File: config.mk
export PLATFORM = sky130hd
export DESIGN_NAME = rn_freelist_ctrl
export DESIGN_NICKNAME = d
export VERILOG_FILES = /design/src/rtl/rn_pkg.sv /design/src/rtl/fl_compact4.sv /design/src/rtl/rn_freelist_ctrl.sv
export SDC_FILE = /design/constraint.sdc
export NUM_CORES = 1
export LEC_CHECK = 0
export CAP_MARGIN = 20
export CORE_ASPECT_RATIO = 1.1
export CORE_UTILIZATION = 60
export DETAILED_ROUTE_END_ITERATION = 8
export PLACE_DENSITY = 0.77
export SETUP_SLACK_MARGIN = 0.02
export SYNTH_ARGS = -nofsm -noshare
export SYNTH_HDL_FRONTEND = slang
export SYNTH_SLANG_ARGS = --single-unit
File: constraint.sdc
create_clock -name clk -period 7.3 [get_ports clk]
set_input_delay 0.73 -clock clk [delete_from_list [all_inputs] [get_ports clk]]
set_output_delay 0.73 -clock clk [all_outputs]
set_load 0.01 [all_outputs]
File: src/rtl/rn_pkg.sv
// Shared constants, FSM state type and popcount helper for the rename free-list allocator.
package rn_pkg;

    localparam int NPHYS = 64;
    localparam int NARCH = 32;
    localparam int TAGW  = $clog2(NPHYS);
    localparam int DEPTH = NPHYS - NARCH;
    localparam int IDXW  = $clog2(DEPTH);
    localparam int PTRW  = IDXW + 1;

    typedef enum logic [1:0] {
        FL_INIT,
        FL_RUN,
        FL_RECOVER
    } fl_state_e;

    function automatic logic [2:0] popcount4(input logic [3:0] v);
        return 3'(v[0]) + 3'(v[1]) + 3'(v[2]) + 3'(v[3]);
    endfunction

endpackage

File: src/rtl/fl_compact4.sv
// Prefix-count generator: slot k's offset is the number of set bits below it.
module fl_compact4
    import rn_pkg::*;
(
    input  logic [3:0]      valid_i,
    output logic [3:0][2:0] off_o,
    output logic [2:0]      total_o
);

    always_comb begin
        off_o[0] = 3'd0;
        off_o[1] = 3'(valid_i[0]);
        off_o[2] = 3'(valid_i[0]) + 3'(valid_i[1]);
        off_o[3] = popcount4({1'b0, valid_i[2:0]});
    end

    assign total_o = popcount4(valid_i);

endmodule

File: src/rtl/rn_freelist_ctrl.sv
// Physical-register free list and rename stall controller (4-wide alloc/release).
// Optional occupancy checking is enabled by defining FREELIST_CHECK_EN.
module rn_freelist_ctrl
    import rn_pkg::*;
(
    input  logic            clk,
    input  logic            rst,
    input  logic            flush,
    input  logic [3:0]      alloc_req,
    output logic [TAGW-1:0] alloc_tag1,
    output logic [TAGW-1:0] alloc_tag2,
    output logic [TAGW-1:0] alloc_tag3,
    output logic [TAGW-1:0] alloc_tag4,
    output logic            Stall,
    input  logic [3:0]      rel_valid,
    input  logic [TAGW-1:0] rel_tag1,
    input  logic [TAGW-1:0] rel_tag2,
    input  logic [TAGW-1:0] rel_tag3,
    input  logic [TAGW-1:0] rel_tag4,
    input  logic [2:0]      commit_alloc,
    output logic [6:0]      free_count,
    output logic            fl_ready,
    output logic            fl_err
);

    fl_state_e       state_q, state_d;
    logic [PTRW-1:0] tail_q, tail_d;
    logic [PTRW-1:0] spec_head_q, spec_head_d;
    logic [PTRW-1:0] cmt_head_q, cmt_head_d;
    logic [2:0]      init_cnt_q;
    logic [TAGW-1:0] mem_q [DEPTH];

    logic [TAGW-1:0] rel_tag   [4];
    logic [TAGW-1:0] alloc_tag [4];
    logic [IDXW-1:0] alloc_idx [4];
    logic [IDXW-1:0] rel_idx   [4];
    logic [IDXW-1:0] init_idx  [4];
    logic [3:0][2:0] aoff, roff;
    logic [2:0]      an, rn;
    logic [PTRW-1:0] fc;
    logic            active, rel_ok, cmt_ok;

    assign rel_tag[0] = rel_tag1;
    assign rel_tag[1] = rel_tag2;
    assign rel_tag[2] = rel_tag3;
    assign rel_tag[3] = rel_tag4;

    fl_compact4 u_alloc_off (.valid_i(alloc_req), .off_o(aoff), .total_o(an));
    fl_compact4 u_rel_off   (.valid_i(rel_valid), .off_o(roff), .total_o(rn));

    assign fc         = tail_q - spec_head_q;
    assign free_count = 7'(fc);
    assign active     = (state_q != FL_INIT);
    assign fl_ready   = active;
    // All-or-nothing grant: any shortfall stalls the whole rename group.
    assign Stall      = (state_q != FL_RUN) || flush || (PTRW'(an) > fc);

    always_comb begin
        for (int k = 0; k < 4; k++) begin
            alloc_idx[k] = IDXW'(spec_head_q + PTRW'(aoff[k]));
            rel_idx[k]   = IDXW'(tail_q + PTRW'(roff[k]));
            init_idx[k]  = IDXW'(tail_q + PTRW'(k));
            alloc_tag[k] = (!Stall && alloc_req[k]) ? mem_q[alloc_idx[k]] : '0;
        end
    end

    assign alloc_tag1 = alloc_tag[0];
    assign alloc_tag2 = alloc_tag[1];
    assign alloc_tag3 = alloc_tag[2];
    assign alloc_tag4 = alloc_tag[3];

`ifdef FREELIST_CHECK_EN
    logic err_q;
    logic low_tag;

    always_comb begin
        low_tag = 1'b0;
        for (int k = 0; k < 4; k++) begin
            if (rel_valid[k] && (rel_tag[k] < TAGW'(NARCH))) low_tag = 1'b1;
        end
        rel_ok = !low_tag && (({1'b0, tail_q - cmt_head_q} + (PTRW+1)'(rn)) <= (PTRW+1)'(DEPTH));
        cmt_ok = (PTRW'(commit_alloc) <= (spec_head_q - cmt_head_q));
    end

    always_ff @(posedge clk) begin
        if (rst) begin
            err_q <= 1'b0;
        end else if (active && (!rel_ok || !cmt_ok)) begin
            err_q <= 1'b1;
        end
    end

    assign fl_err = err_q;
`else
    assign rel_ok = 1'b1;
    assign cmt_ok = 1'b1;
    assign fl_err = 1'b0;
`endif

    // NOTE: next-state logic uses blocking assignments with defaults first; only always_ff uses <=.
    always_comb begin
        state_d     = state_q;
        tail_d      = tail_q;
        spec_head_d = spec_head_q;
        cmt_head_d  = cmt_head_q;
        case (state_q)
            FL_INIT: begin
                tail_d = tail_q + PTRW'(4);
                if (init_cnt_q == 3'(DEPTH / 4 - 1)) state_d = FL_RUN;
            end
            default: begin
                if (rel_ok) tail_d = tail_q + PTRW'(rn);
                if (cmt_ok) cmt_head_d = cmt_head_q + PTRW'(commit_alloc);
                if (flush) begin
                    spec_head_d = cmt_head_d;
                    state_d     = FL_RECOVER;
                end else begin
                    if (!Stall) spec_head_d = spec_head_q + PTRW'(an);
                    state_d = FL_RUN;
                end
            end
        endcase
    end

    always_ff @(posedge clk) begin
        if (rst) begin
            state_q     <= FL_INIT;
            tail_q      <= '0;
            spec_head_q <= '0;
            cmt_head_q  <= '0;
            init_cnt_q  <= '0;
        end else begin
            state_q     <= state_d;
            tail_q      <= tail_d;
            spec_head_q <= spec_head_d;
            cmt_head_q  <= cmt_head_d;
            init_cnt_q  <= (state_q == FL_INIT) ? init_cnt_q + 3'd1 : 3'd0;
        end
    end

    // NOTE: the tag array is deliberately not reset; INIT rewrites every entry before any read.
    always_ff @(posedge clk) begin
        if (state_q == FL_INIT) begin
            for (int k = 0; k < 4; k++) begin
                mem_q[init_idx[k]] <= TAGW'(NARCH + 4 * int'(init_cnt_q) + k);
            end
        end else if (rel_ok) begin
            for (int k = 0; k < 4; k++) begin
                if (rel_valid[k]) mem_q[rel_idx[k]] <= rel_tag[k];
            end
        end
    end

endmodule

# [Word-level counts from Yosys, hierarchy flattened]
# Memory sizes are Yosys's and may differ from the RTL's. A register that Yosys moved wholly into a read port is not among the register bits.
# Cells that the tools add are included.
[totals] reg_bits=23 ramBits=192 in_bits=38 output_inout_bits=34 elab_cells=88 mem_count=1
[op_classes] addsub=25 order_cmp=1 n_eq_ne=4 mux=36 n_bitwise=2 reduce_logical=14
[mem_list] memory="mem_q" depth=32 word_bits=6 read_ports=4 rd_clocked_by_memory_dff=1 write_ports=4 line_no="rn_freelist_ctrl.sv:31" text="logic [TAGW-1:0] mem_q [DEPTH];"
[ops] operator="$mux W6" count=11
[ops] operator="$mux W5" count=5
[ops] operator="$add A5 B3 Y5" count=4
[ops] operator="$add A6 B3 Y6" count=3
[ops] operator="$reduce_or A6 Y1" count=3
[ops] operator="$mux W1" count=17
[ops] operator="$add A3 B1 Y3" count=4
[ops] operator="$add A6 B2 Y6 const B" count=2
[ops] operator="$add A6 B3 Y6 const B" count=2
[ops] operator="$add A5 B1 Y5" count=2
[ops] operator="$add A5 B2 Y5 const B" count=2
[ops] operator="$add A6 B5 Y6 const A" count=1
[ops] operator="$gt A3 B6 Y1" count=1
[ops] operator="$mux W2" count=3
[ops] operator="$sub A6 B6 Y6" count=1
[ops] operator="$add A5 B1 Y5 const B" count=1
[ops] operator="$add A1 B1 Y2" count=2
[ops] operator="$logic_and A1 B1 Y1" count=4
[ops] operator="$ne A2 B2 Y1 const B" count=2
[ops] operator="$add A3 B1 Y3 const B" count=1
[ops] operator="$eq A3 B3 Y1 const B" count=1
[ops] operator="$logic_not A2 Y1" count=1
[ops] operator="$logic_or A1 B1 Y1" count=2
[ops] operator="$ne A2 B1 Y1 const B" count=1
[ops] operator="other kinds (6)" count=6

# [Longest topological paths before layout]
[logic_depth] ltp_word=9 ltp_mapped=16 ltp_nobuf=13

# [By module]
# Synthesis repeated with hierarchy kept, for this count alone.
[unflattened] hier_cells=2172 hier_area_um2=23328.6
[by_module_without_submodules] mod="rn_freelist_ctrl" instances=1 cells_per_inst=2124 area_per_inst_um2=22960.8 seq_area_each_um2=6226.0
[by_module_without_submodules] mod="fl_compact4" instances=2 cells_per_inst=24 area_per_inst_um2=183.9 seq_area_each_um2=0.0

# [Least setup slack after synthesis]
# OpenSTA, ideal clock, no wires.
[synth_timing] kind="input -> output" startpoint="in alloc_req[0]" endpoint="out alloc_tag4[0]" arrival_time_ps=3711 required_time_ps=6570 setup_slack_ps=2859 cell_stages=10 path_buffers=2 path_cell_list="fa_1 ha_1 inv_1 fa_1 clkbuf_1 clkbuf_1 mux4_2 mux4_2 mux2i_1 nor2_1"
[synth_via] elab_chain_cells=8 elab_cells_between_ends=10 classes_between="4 x add/sub; 1 x order compare; 1 x mux; 3 x reduce/logical; 1 x memory"
[synth_rtl] item="start, declared" line_no="rn_freelist_ctrl.sv:9" text="input logic [3:0] alloc_req,"
[synth_rtl] item="$add A1 B1 Y2 (*)" line_no="rn_pkg.sv:18" text="return 3'(v[0]) + 3'(v[1]) + 3'(v[2]) + 3'(v[3]);"
[synth_rtl] item="$add A3 B1 Y3 (*)" line_no="rn_pkg.sv:18"
[synth_rtl] item="parallel branches: the longest is 5 deep, another holds $mem_v2 Z32 W6"
[synth_rtl] item="$mux W6 (*)" line_no="rn_freelist_ctrl.sv:63" text="alloc_tag[k] = (!Stall && alloc_req[k]) ? mem_q[alloc_idx[k]] : '0;"
[synth_rtl] item="end, declared" line_no="rn_freelist_ctrl.sv:13" text="output logic [TAGW-1:0] alloc_tag4,"
# Every way passes the cells marked *.

# [Final worst setup path]
[layout_timing] startpoint="in alloc_req[0]" endpoint="out alloc_tag4[5]"
# Same word-level chain as after synthesis.

==> results.md <==
* Number of clock sinks at 220
* Critical path cell sequence: clkdlybuf4s50_1 -> fa_1 -> ha_4 -> inv_1 -> fa_2 -> buf_4 -> mux4_2 -> mux4_2 -> mux2i_1 -> nor2_1 -> clkdlybuf4s50_1
* Number of nets in the finished design at 2145
* Root Driver: clkbuf_16
* Total core area at 0.0363 mm²
* Kind of end point of the critical path: output pin
* Highest achievable clock rate at 0.167 GHz
* Unrepaired setup endpoints after global routing: no
* Critical setup path kind: input port to output pin
* Antenna violations before repair at 6
* Hold Buf Count CTS at 0
* Switching component of the power at 1.43 mW
* CTS tree: yes
* Worst-Skew Late Latency at 0.54 ns
* Total Power at 4.16 mW
* R2r endpoint: mem_q[9][0]
* Share of final-layout standard cells stronger than drive strength 1 at 0.198
* Final wirelength at 86800 µm
* Average detailed-routed wire length per instance at 33.9 µm
* Dominant combinational cell family by area after synthesis: multiplexers
* Area share of and/or/nand/nor cells after synthesis at 0.131
* Cell Int Power at 2.73 mW
* Critical path required time at 6.57 ns
* Routability cong. at 1.02
* Fraction of synthesis flops using an asynchronous set or reset pin at 0
* Yosys reg bits at 220
* Count of different cell masters after synthesis at 75
* R2R depth at 9
* Mapped Area at 0.0222 mm²
* Number of standard cells after synthesis at 2137
* Slowest cell on the critical path: fa_2
* Hold WC Path Type: flip-flop to flip-flop
* CP max FO at 24
* Die Y at 204 µm
* Max H-tree Level at 1
* Yosys warnings at 0
* Beginning of the worst register-to-register path: tail_q[1]
* Clock slew at the register clock pins of the worst setup and hold paths at 0.06 ns
* Area added between synthesis and finish at 7.75%
* Worst hold path startpoint: cmt_head_q[0]
* Global-route usage over all layers at 0.466
* Number of design-rule violations left by the first detailed-router iteration at 4080
* Arrival time of the worst setup path at 5.24 ns
* Initial Util at 0.612
* Port-buffer cells at 69
* Hold path cells at 2
* Leading area contributor after synthesis: edfxtp_1
* Relative contribution of the clock network to total power at 0.291
* Final cell count without fillers at 2556
* Post-Route Setup TNS at 0 ns
* Proportion of total power due to net switching at 0.343
* Predominant post-synthesis flop cell: edfxtp_1
* Worst path max stage delay at 0.96 ns
* Parity-gate share of the synthesized area counting xor and xnor cells at 0.0149
* First drt pass iteration count at 7
* Register cell area after layout at 0.00633 mm²
* Cell types occupying the most area after synthesis: edfxtp_1 26%, mux4_2 24%, mux2i_1 11%
* Count of placed standard cells including taps at 2511
* Avg Inst Size Synth at 10.4 µm²
* Total Die Area at 0.0378 mm²
* Final-report max-slew violation count at 0
* Comb power frac at 0.312
* Number of clock buffers inserted by TritonCTS at 23
* Number of setup buffers added after CTS at 0
* Final period util at 0.818
* Maximum count of clock buffers along a single path at 3
* Estimated wirelength of the detail-placed design at 59000 µm
* Total setup violations reported at the end of the flow at 0
* Post-placement setup slack at 1.45 ns
* Proportion of power drawn by flip-flops and latches at 0.397
* Global-route wire length before repair at 126000 µm
* Number of enable-type register cells in the synthesized netlist at 192
* Cell Rows at 73
* Status: finished, final reports clean
* Seq/Total Area, Yosys at 0.285
* Number of nets with antenna violations after detailed routing at 0
* Area occupied by multi-input gates at 0.0151 mm²
* Total grt overflow at 0
* Horiz. Die Dim at 185 µm
* Period minus WS final at 5.97 ns
* Total inserted antenna cells at 0
* VDD IR-drop max at 0.000170 V
* Resize count post-CTS at 0
* Number of remaining DRC errors at 0
* Synth Area in Compound Gates at 0.129
* Post-synthesis mux area share at 0.356
* Area share of the largest cell type after synthesis at 0.260
* Worst-Margin Slew at 1.23 ns
* Avg Vias per Cell at 7.89
* Vias after detailed routing at 20200
* Fill cell total of the finished layout at 2701
* Largest net degree at the start of global routing at 49
* Leakage at 8.21 nW
* Max-cap violations at 0
* Power per unit of standard cell area at 174 mW/mm²
* Slack of the worst reg-to-reg path at 2.81 ns
* Worst setup margin at 1.33 ns
* Fin. Hold Viols at 0
* Remaining max-slew budget at the tightest pin at 0.181
* Critical Path Source Type: input port
* Share of synthesized cell area in full adder, half adder and majority cells at 0.0351
* Hold Path Sink: cmt_head_q[0]
* Count of boundary I/O pins at 72
* Clock skew after layout at 0.0132 ns
* Vias in the first global route at 18700
per-stage QoR:
stage	util	instance area [µm²]	hold WS, ns
after floorplan	-	22200	0.436
after detailed placement	0.637	23100	0.454
after global placement	0.637	23100	0.441
after global routing	0.660	23900	0.487
final	0.660	23900	0.461
after CTS	0.658	23900	0.463
critical path: cells and delay by family:
kind,cells,cell delay (ns)
multiplexers,3,1.19
AND/OR/NAND/NOR,1,0.09
buffers and inverters,4,1.43
adder cells (fa/ha/maj),3,1.77
layer usage:
metal  up-vias  global-route usage  part of all wire
met5         -                   0           0.00068
met4         8               0.239             0.071
met3       512               0.221              0.20
met2      2136               0.645              0.41
met1      9406               0.606              0.32
li1       8093                   -                 -
cell type report:
class	instances	area share
inverter	43	0.00675
clock inverter	13	0.00560
sequential	220	0.265
tap	487	0.0255
clock buffer	29	0.0254
multi-input combinational	1659	0.630
timing repair buffer	105	0.0424
layout by cell type (no fill, tap or decap), types with 23 or more instances in the layout:
cell and instances:
buf_4 32, inv_1 39, edfxtp_1 192, a21oi_1 180, mux2i_1 234, nand3_1 50, o21ai_0 94, clkdlybuf4s50_1 69
nor2_1 256, ha_1 39, dfxtp_1 25, a211oi_1 94, mux4_2 235, nand2_1 165, clkbuf_16 23
power groups by stage:
stage	sequential, mW	clock, mW	combinational (mW)
floorplan	1.56	0	0.909
global placement	1.65	0	1.20
detailed placement	1.65	0	1.23
CTS	1.63	1.19	1.24
global route	1.64	1.23	1.35
finish	1.65	1.21	1.30
synth_stat cells, types with 22 or more instances:
| master | count |
|---|---|
| xnor2_1 | 22 |
| ha_1 | 43 |
| inv_1 | 39 |
| buf_2 | 48 |
| edfxtp_1 | 192 |
| mux2i_1 | 246 |
| dfxtp_1 | 28 |
| nor2_1 | 262 |
| a211oi_1 | 94 |
| mux4_2 | 235 |
| clkbuf_1 | 142 |
| nand2_1 | 166 |
| a21oi_1 | 180 |
| nand3_1 | 53 |
| o21ai_0 | 94 |
flip-flops by register name, indices dropped and copies added, names as in the netlist, named ones only:
| name | count |
|---|---|
| mem_q | 192 |
| cmt_head_q | 6 |
| spec_head_q | 6 |
| tail_q | 6 |
| init_cnt_q | 3 |
| state_q | 2 |
worst max-delay path by stage:
stage               slack (ns)            end    startpoint
finish                    1.33  alloc_tag4[5]  alloc_req[0]
global route              1.29  alloc_tag4[5]  alloc_req[0]
CTS                       1.46  alloc_tag4[5]  alloc_req[0]
detailed placement        1.45  alloc_tag4[5]  alloc_req[0]
global placement          1.56  alloc_tag4[0]  alloc_req[0]
floorplan                 2.86  alloc_tag4[0]  alloc_req[0]
cell families (layout without fill, tap and decap cells):
kind of cell,count (synthesis),after routing
fa+ha+maj,55,55
flops,220,220
compound gates,462,462
mux,493,493
buf+inv,259,190
simple gates,614,614
xor+xnor,33,33
other cells,1,2
Note: power is estimated with default switching activity, not from simulation.
